File: src/rtl/segment_descriptor_pkg.sv
// Shared 386 segment descriptor definitions.
// Bit positions, image layout and writer FSM states.
package segment_descriptor_pkg;

  localparam int BASE_MID_POS = 0;
  localparam int TYPE_POS     = 8;
  localparam int ACCESSED_BIT = 8;
  localparam int S_BIT        = 12;
  localparam int DPL_POS      = 13;
  localparam int P_BIT        = 15;
  localparam int LIMIT_HI_POS = 16;
  localparam int AVL_BIT      = 20;
  localparam int D_BIT        = 22;
  localparam int G_BIT        = 23;
  localparam int BASE_HI_POS  = 24;
  localparam int LIMIT_LO_POS = 32;
  localparam int BASE_LO_POS  = 48;

  localparam logic [3:0] BE_ALL   = 4'b1111;
  localparam logic [3:0] BE_BYTE1 = 4'b0010;

  typedef enum logic [1:0] {
    IDLE,
    WRITE_LO,
    WRITE_HI,
    WRITE_ACC
  } wr_state_e;

  typedef struct packed {
    logic [15:0] base_15_0;
    logic [15:0] limit_15_0;
    logic [7:0]  base_31_24;
    logic        g;
    logic        d;
    logic        rsvd;
    logic        avl;
    logic [3:0]  limit_19_16;
    logic        p;
    logic [1:0]  dpl;
    logic        s;
    logic [3:0]  seg_type;
    logic [7:0]  base_23_16;
  } segment_descriptor_t;

endpackage

File: src/rtl/segment_descriptor_writer_if.sv
// Request and memory-bus signals of the descriptor writer.
// slave = writer side, master = requester/bus side.
interface segment_descriptor_writer_if #(
  parameter int TABLE_INDEX_WIDTH = 13
);
  logic                         i_request_valid;
  logic                         o_request_ready;
  logic                         i_accessed_only;
  logic [31:0]                  i_table_base;
  logic [TABLE_INDEX_WIDTH-1:0] i_table_index;
  logic [31:0]                  i_base;
  logic [19:0]                  i_limit;
  logic                         i_present;
  logic                         i_granularity;
  logic                         i_default_operation_size;
  logic                         i_available_field;
  logic                         i_segment_type;
  logic [1:0]                   i_privilege_level;
  logic [3:0]                   i_type;
  logic                         o_bus_request;
  logic [31:0]                  o_bus_address;
  logic [31:0]                  o_bus_data;
  logic [3:0]                   o_bus_byte_enable;
  logic                         i_bus_ready;
  logic                         o_done;
  logic [63:0]                  o_descriptor;

  modport slave (
    input  i_request_valid, i_accessed_only,
    input  i_table_base, i_table_index,
    input  i_base, i_limit, i_present,
    input  i_granularity,
    input  i_default_operation_size,
    input  i_available_field, i_segment_type,
    input  i_privilege_level, i_type,
    input  i_bus_ready,
    output o_request_ready, o_bus_request,
    output o_bus_address, o_bus_data,
    output o_bus_byte_enable, o_done,
    output o_descriptor
  );

  modport master (
    output i_request_valid, i_accessed_only,
    output i_table_base, i_table_index,
    output i_base, i_limit, i_present,
    output i_granularity,
    output i_default_operation_size,
    output i_available_field, i_segment_type,
    output i_privilege_level, i_type,
    output i_bus_ready,
    input  o_request_ready, o_bus_request,
    input  o_bus_address, o_bus_data,
    input  o_bus_byte_enable, o_done,
    input  o_descriptor
  );
endinterface

File: src/rtl/segment_descriptor_encode.sv
// Combinational packer: decoded fields to 64-bit image.
// Bit 21 is reserved and always written as zero.
module segment_descriptor_encode
  import segment_descriptor_pkg::*;
(
  input  logic [31:0]         base_i,
  input  logic [19:0]         limit_i,
  input  logic                p_i,
  input  logic                g_i,
  input  logic                d_i,
  input  logic                avl_i,
  input  logic                s_i,
  input  logic [1:0]          dpl_i,
  input  logic [3:0]          type_i,
  output segment_descriptor_t desc_o
);

  logic [63:0] img;

  // Scatter each field into its fixed descriptor position.
  always_comb begin
    img = '0;
    img[BASE_LO_POS +: 16]  = base_i[15:0];
    img[BASE_MID_POS +: 8]  = base_i[23:16];
    img[BASE_HI_POS +: 8]   = base_i[31:24];
    img[LIMIT_LO_POS +: 16] = limit_i[15:0];
    img[LIMIT_HI_POS +: 4]  = limit_i[19:16];
    img[G_BIT]              = g_i;
    img[D_BIT]              = d_i;
    img[AVL_BIT]            = avl_i;
    img[P_BIT]              = p_i;
    img[DPL_POS +: 2]       = dpl_i;
    img[S_BIT]              = s_i;
    img[TYPE_POS +: 4]      = type_i;
  end

  assign desc_o = img;

endmodule

File: src/rtl/segment_descriptor_writer.sv
// Writes a packed descriptor into a GDT/LDT entry
// as two dword writes, or sets its accessed bit alone.
module segment_descriptor_writer
  import segment_descriptor_pkg::*;
#(
  parameter int TABLE_INDEX_WIDTH = 13
) (
  input logic                        i_clk,
  input logic                        i_reset_n,
  segment_descriptor_writer_if.slave bus
);

  wr_state_e           state_q, state_d;
  segment_descriptor_t desc_q, desc_d;
  segment_descriptor_t enc;
  logic [31:0]         addr_q, addr_d;
  logic [31:0]         data_q, data_d;
  logic [3:0]          be_q, be_d;
  logic                req_q, req_d;
  logic                done_q, done_d;
  logic                rdy_q, rdy_d;
  logic [TABLE_INDEX_WIDTH-1:0] idx;
  logic [31:0]         entry;
  logic [31:0]         acc_word;

  segment_descriptor_encode u_enc (
    .base_i  (bus.i_base),
    .limit_i (bus.i_limit),
    .p_i     (bus.i_present),
    .g_i     (bus.i_granularity),
    .d_i     (bus.i_default_operation_size),
    .avl_i   (bus.i_available_field),
    .s_i     (bus.i_segment_type),
    .dpl_i   (bus.i_privilege_level),
    .type_i  (bus.i_type),
    .desc_o  (enc)
  );

  assign idx      = bus.i_table_index;
  assign entry    = bus.i_table_base
                  + 32'({idx, 3'b000});
  assign acc_word = enc[31:0]
                  | (32'd1 << ACCESSED_BIT);

  // Next state and next registered bus outputs.
  always_comb begin
    state_d = state_q;
    desc_d  = desc_q;
    addr_d  = addr_q;
    data_d  = data_q;
    be_d    = be_q;
    req_d   = req_q;
    done_d  = 1'b0;
    unique case (state_q)
      IDLE: begin
        if (bus.i_request_valid) begin
          desc_d = enc;
          addr_d = entry;
          req_d  = 1'b1;
          if (bus.i_accessed_only) begin
            state_d = WRITE_ACC;
            data_d  = acc_word;
            be_d    = BE_BYTE1;
          end else begin
            state_d = WRITE_LO;
            data_d  = enc[31:0];
            be_d    = BE_ALL;
          end
        end
      end
      WRITE_LO: begin
        if (bus.i_bus_ready) begin
          state_d = WRITE_HI;
          addr_d  = addr_q + 32'd4;
          data_d  = desc_q[63:32];
          be_d    = BE_ALL;
        end
      end
      WRITE_HI, WRITE_ACC: begin
        if (bus.i_bus_ready) begin
          state_d = IDLE;
          req_d   = 1'b0;
          done_d  = 1'b1;
        end
      end
      default: state_d = IDLE;
    endcase
    rdy_d = (state_d == IDLE);
  end

  // State and output registers; reset abandons a write.
  always_ff @(posedge i_clk or negedge i_reset_n) begin
    if (!i_reset_n) begin
      state_q <= IDLE;
      desc_q  <= '0;
      addr_q  <= '0;
      data_q  <= '0;
      be_q    <= '0;
      req_q   <= 1'b0;
      done_q  <= 1'b0;
      rdy_q   <= 1'b1;
    end else begin
      state_q <= state_d;
      desc_q  <= desc_d;
      addr_q  <= addr_d;
      data_q  <= data_d;
      be_q    <= be_d;
      req_q   <= req_d;
      done_q  <= done_d;
      rdy_q   <= rdy_d;
    end
  end

  assign bus.o_request_ready   = rdy_q;
  assign bus.o_bus_request     = req_q;
  assign bus.o_bus_address     = addr_q;
  assign bus.o_bus_data        = data_q;
  assign bus.o_bus_byte_enable = be_q;
  assign bus.o_done            = done_q;
  assign bus.o_descriptor      = desc_q;

endmodule

File: src/flat_wrapper.sv
// flat-port wrapper written by rule: the top's interface ports become plain ports
module segment_descriptor_writer_flat import segment_descriptor_pkg::*;
#(
  parameter int TABLE_INDEX_WIDTH = 13
)
  (i_clk, i_reset_n, bus_i_request_valid, bus_i_accessed_only, bus_i_table_base, bus_i_table_index, bus_i_base, bus_i_limit, bus_i_present, bus_i_granularity, bus_i_default_operation_size, bus_i_available_field, bus_i_segment_type, bus_i_privilege_level, bus_i_type, bus_i_bus_ready, bus_o_request_ready, bus_o_bus_request, bus_o_bus_address, bus_o_bus_data, bus_o_bus_byte_enable, bus_o_done, bus_o_descriptor);
  segment_descriptor_writer_if #(.TABLE_INDEX_WIDTH(TABLE_INDEX_WIDTH)) bus_i ();
  input logic i_clk;
  input logic i_reset_n;
  input wire logic [$bits(bus_i.i_request_valid)-1:0] bus_i_request_valid;
  input wire logic [$bits(bus_i.i_accessed_only)-1:0] bus_i_accessed_only;
  input wire logic [$bits(bus_i.i_table_base)-1:0] bus_i_table_base;
  input wire logic [$bits(bus_i.i_table_index)-1:0] bus_i_table_index;
  input wire logic [$bits(bus_i.i_base)-1:0] bus_i_base;
  input wire logic [$bits(bus_i.i_limit)-1:0] bus_i_limit;
  input wire logic [$bits(bus_i.i_present)-1:0] bus_i_present;
  input wire logic [$bits(bus_i.i_granularity)-1:0] bus_i_granularity;
  input wire logic [$bits(bus_i.i_default_operation_size)-1:0] bus_i_default_operation_size;
  input wire logic [$bits(bus_i.i_available_field)-1:0] bus_i_available_field;
  input wire logic [$bits(bus_i.i_segment_type)-1:0] bus_i_segment_type;
  input wire logic [$bits(bus_i.i_privilege_level)-1:0] bus_i_privilege_level;
  input wire logic [$bits(bus_i.i_type)-1:0] bus_i_type;
  input wire logic [$bits(bus_i.i_bus_ready)-1:0] bus_i_bus_ready;
  output wire logic [$bits(bus_i.o_request_ready)-1:0] bus_o_request_ready;
  output wire logic [$bits(bus_i.o_bus_request)-1:0] bus_o_bus_request;
  output wire logic [$bits(bus_i.o_bus_address)-1:0] bus_o_bus_address;
  output wire logic [$bits(bus_i.o_bus_data)-1:0] bus_o_bus_data;
  output wire logic [$bits(bus_i.o_bus_byte_enable)-1:0] bus_o_bus_byte_enable;
  output wire logic [$bits(bus_i.o_done)-1:0] bus_o_done;
  output wire logic [$bits(bus_i.o_descriptor)-1:0] bus_o_descriptor;
  assign bus_i.i_request_valid = bus_i_request_valid;
  assign bus_i.i_accessed_only = bus_i_accessed_only;
  assign bus_i.i_table_base = bus_i_table_base;
  assign bus_i.i_table_index = bus_i_table_index;
  assign bus_i.i_base = bus_i_base;
  assign bus_i.i_limit = bus_i_limit;
  assign bus_i.i_present = bus_i_present;
  assign bus_i.i_granularity = bus_i_granularity;
  assign bus_i.i_default_operation_size = bus_i_default_operation_size;
  assign bus_i.i_available_field = bus_i_available_field;
  assign bus_i.i_segment_type = bus_i_segment_type;
  assign bus_i.i_privilege_level = bus_i_privilege_level;
  assign bus_i.i_type = bus_i_type;
  assign bus_i.i_bus_ready = bus_i_bus_ready;
  assign bus_o_request_ready = bus_i.o_request_ready;
  assign bus_o_bus_request = bus_i.o_bus_request;
  assign bus_o_bus_address = bus_i.o_bus_address;
  assign bus_o_bus_data = bus_i.o_bus_data;
  assign bus_o_bus_byte_enable = bus_i.o_bus_byte_enable;
  assign bus_o_done = bus_i.o_done;
  assign bus_o_descriptor = bus_i.o_descriptor;
  segment_descriptor_writer #(.TABLE_INDEX_WIDTH(TABLE_INDEX_WIDTH)) u_core (.i_clk(i_clk), .i_reset_n(i_reset_n), .bus(bus_i));
endmodule
File: config.mk
export PLATFORM = sky130hd
export DESIGN_NAME = segment_descriptor_writer_flat
export DESIGN_NICKNAME = d
export VERILOG_FILES = /design/src/rtl/segment_descriptor_pkg.sv /design/src/rtl/segment_descriptor_writer_if.sv /design/src/rtl/segment_descriptor_encode.sv /design/src/rtl/segment_descriptor_writer.sv /design/src/flat_wrapper.sv
export SDC_FILE = /design/constraint.sdc
export NUM_CORES = 1
export LEC_CHECK = 0
export CORE_MARGIN = 2
export CORE_UTILIZATION = 40
export DETAILED_ROUTE_END_ITERATION = 10
export PLACE_DENSITY = 0.87
export SLEW_MARGIN = 25
export SYNTH_ARGS = -nofsm -noshare
export SYNTH_HDL_FRONTEND = slang
export SYNTH_SLANG_ARGS = --single-unit
File: constraint.sdc
create_clock -name i_clk -period 2 [get_ports i_clk]
set_clock_uncertainty 0.1 [all_clocks]
set_input_delay 0.4 -clock i_clk [delete_from_list [all_inputs] [get_ports i_clk]]
set_output_delay 0.4 -clock i_clk [all_outputs]
set_load 0.1 [all_outputs]
==> metrics.yaml <==
h-tree-depth: 4
nets: 1281
yosysSeqAreaShare: 0.493
synth_cells: 828
hold_path_class: "primary input to flop"
reg2regPathDepth: 8
crit_path_end_kind: "flop"
core_region_area_sq_mm: 0.0166
dp_hpwl_um: 18100
numPortBuffers: 246
final_common_cell: "nand2_1"
antenna_found_initial: 0
cts_made_buffers: 17
drc: 0
cts-root-buf: "clkbuf_16"
ant_nets: 0
r2r_slack_ps: -10
worst-path-buf-inv: 2
grt_setup_unrepaired: "true"
vias: 7599
first_global_vias: 7775
period_share: 1.05
status: "finished with violations"
dr.pass1.iters: 6
syn_area_sq_mm: 0.00681
grt_util_all_layers: 0.287
worst_path_max_delay_cell: "a2111oi_4"
synthArstFlopShare: 1.00
startpoint: "bus_i_table_index[2]"
setup_viol: 9
diodes: 0
period_needed_ps: 2090
ys_seq_elements: 134
yosysWarnings: 0
ys.flop_type: "dfrtp_1"
final_cell_mix: "nand2_1 (290), buf_12 (118), buf_4 (114), dfrtp_1 (109), clkdlybuf4s50_1 (85)"
ios: 248
cts_buffer_depth: 2
start_util: 0.410
cts_tree: "yes"
fp.dieH_um: 134
worstSetupPathType: "primary input to flop"
crit_path_start_kind: "primary input"
num-fill-cells: 1040
grt_max_degree: 53
max_clock_freq_ghz: 0.478
r2r-end: "u_core.bus.o_bus_address[24]"
area_growth_pct: 82.2
violations: "negative setup slack"
drtIter0Drc: 593
maxCapViolCount: 0
crit_end: "u_core.bus.o_bus_address[22]"
worst-path-stages: 10
overflow: 0
worst_slack_ps: -92.2
dp.cells: 1338
die_x_um: 134
slew_viol_final: 0
hold_viol: 0
row_count: 47
detail_route.wl_per_cell_um: 19.1
instances_no_fill: 1386
grt_pass1_wl_um: 40600
crit_chain: "buf_8, ha_4, o211a_4, a2111oi_4, or3_4, buf_6, nand2_8, nand4_1, xor2_1, a21oi_1"
rr_startpoint: "u_core.bus.o_bus_address[2]"
clock_latency_ps: 420
synth_edf_count: 0
path_clk_slew_ps: 60
critPathArrivalTime_ps: 2290
clock-sinks: 134
gp_congestion: 0.914
cp.required_ps: 2200
crit_fanout: 7
critPathTopFamily: "compound AO/OA/AOI/OAI gates"
synthesis.nets: 956
drive_above_1_share: 0.335
synth_cell_type_count: 53
setup-tns-final_ps: -481
wl_um: 26400
syn_area_per_cell_sq_um: 8.22
routed_via_density: 5.48
dieArea_sq_mm: 0.0181
critPathMaxStageDelay_ps: 460
[worst reg2reg max path, delay by kind of cell, from the launching register on]
kind	cells	cell delay, ps
adders and majority gates	1	150
DFF	1	440
AOI/OAI and AO/OA	1	260
and+or+nand+nor	5	730
muxes	1	220
[registers in the layout (all words and copies together), names as in the netlist]
name / flops
u_core.bus.o_done: 1
u_core.bus.o_descriptor: 63
u_core.bus.o_request_ready: 1
u_core.bus.o_bus_request: 1
u_core.bus.o_bus_data: 32
u_core.bus.o_bus_address: 32
u_core.state_q: 2
u_core.bus.o_bus_byte_enable: 2
[synth_stat cells (3+ instances only)]
cell type	count	share of area
and3_1	7	0.0064
inv_1	5	0.0028
nor2b_1	3	0.0028
nor2_1	73	0.040
nand2_1	294	0.16
o211ai_1	8	0.0088
o21a_1	4	0.0044
and2_1	3	0.0028
o22ai_1	7	0.0064
buf_4	3	0.0033
dfrtp_1	133	0.49
a21oi_1	41	0.030
ha_1	14	0.026
xnor2_1	12	0.015
nand2b_1	5	0.0046
o31ai_1	5	0.0055
nor3_1	8	0.0059
nand4_1	7	0.0064
a31oi_1	39	0.036
xor2_1	13	0.017
buf_1	8	0.0044
clkbuf_1	35	0.019
o21ai_0	28	0.021
nand3_1	33	0.024
a21o_1	5	0.0055
[how the worst min path moves through the flow]
stage                    startpoint  cells past startpoint  slack [ps]                     endpoint
2_1_floorplan             i_reset_n                      0           4  u_core.bus.o_bus_address[0]
3_3_place_gp              i_reset_n                      1         230    u_core.bus.o_bus_data[28]
3_5_place_dp              i_reset_n                      1         230  u_core.bus.o_descriptor[31]
4_1_cts        bus_i_table_index[0]                      4         280  u_core.bus.o_bus_address[3]
5_1_grt        bus_i_table_index[0]                      4         300  u_core.bus.o_bus_address[3]
6_report       bus_i_table_index[0]                      4         290  u_core.bus.o_bus_address[3]
[area by class of cell]
type	count	area (sq um)	area share
clock inverters	15	130	0.0105
well taps	220	275	0.0222
flip-flops and latches	134	3430	0.277
repair buffers	354	4390	0.354
clock buffers	17	425	0.0343
inverters	5	18.8	0.00151
multi-input cells	641	3730	0.301
[stage by stage]
stage / area (sq um) / utilization / worst slack, ps / hold slack [ps]
3_3_place_gp: 11500 / 0.692 / -799 / 227
6_report: 12400 / 0.748 / -92.2 / 292
2_1_floorplan: 7080 / - / -194 / 4.41
5_1_grt: 12400 / 0.748 / -145 / 297
4_1_cts: 12200 / 0.737 / -53.3 / 283
3_5_place_dp: 11500 / 0.692 / -862 / 235
[layer usage]
metal  GRT usage  part of all wire
met1       0.353              0.38
met4       0.126             0.043
met3      0.0711             0.071
met2       0.478              0.51
met5           0                 0
[logic make-up (layout without fill, tap and decap cells)]
logic type               after synthesis  in the layout  share of synthesized area
AO/OA/AOI/OAI                        152            152                      0.140
flip-flops                           134            134                      0.493
other                                  1              1                   0.000551
buffers and inverters                 53            391                     0.0313
AND/OR/NAND/NOR                      445            445                      0.270
adder cells (fa/ha/maj)               15             15                     0.0287
XOR/XNOR                              25             25                     0.0322
multiplexers                           3              3                    0.00460
[what timing repair did]
item / CTS / global route
pin swaps: 31 / 37
resized for setup: 99 / 59
setup endpoints to repair: 24 / 20
setup buffers: 11 / 4
gates cloned: 0 / 0
endpoints found under the hold margin: 33 / 0
hold buffers: 1 / 0
Power is not shown: default switching activity piles up to over one toggle a cycle in this logic, so the estimate is an artifact.
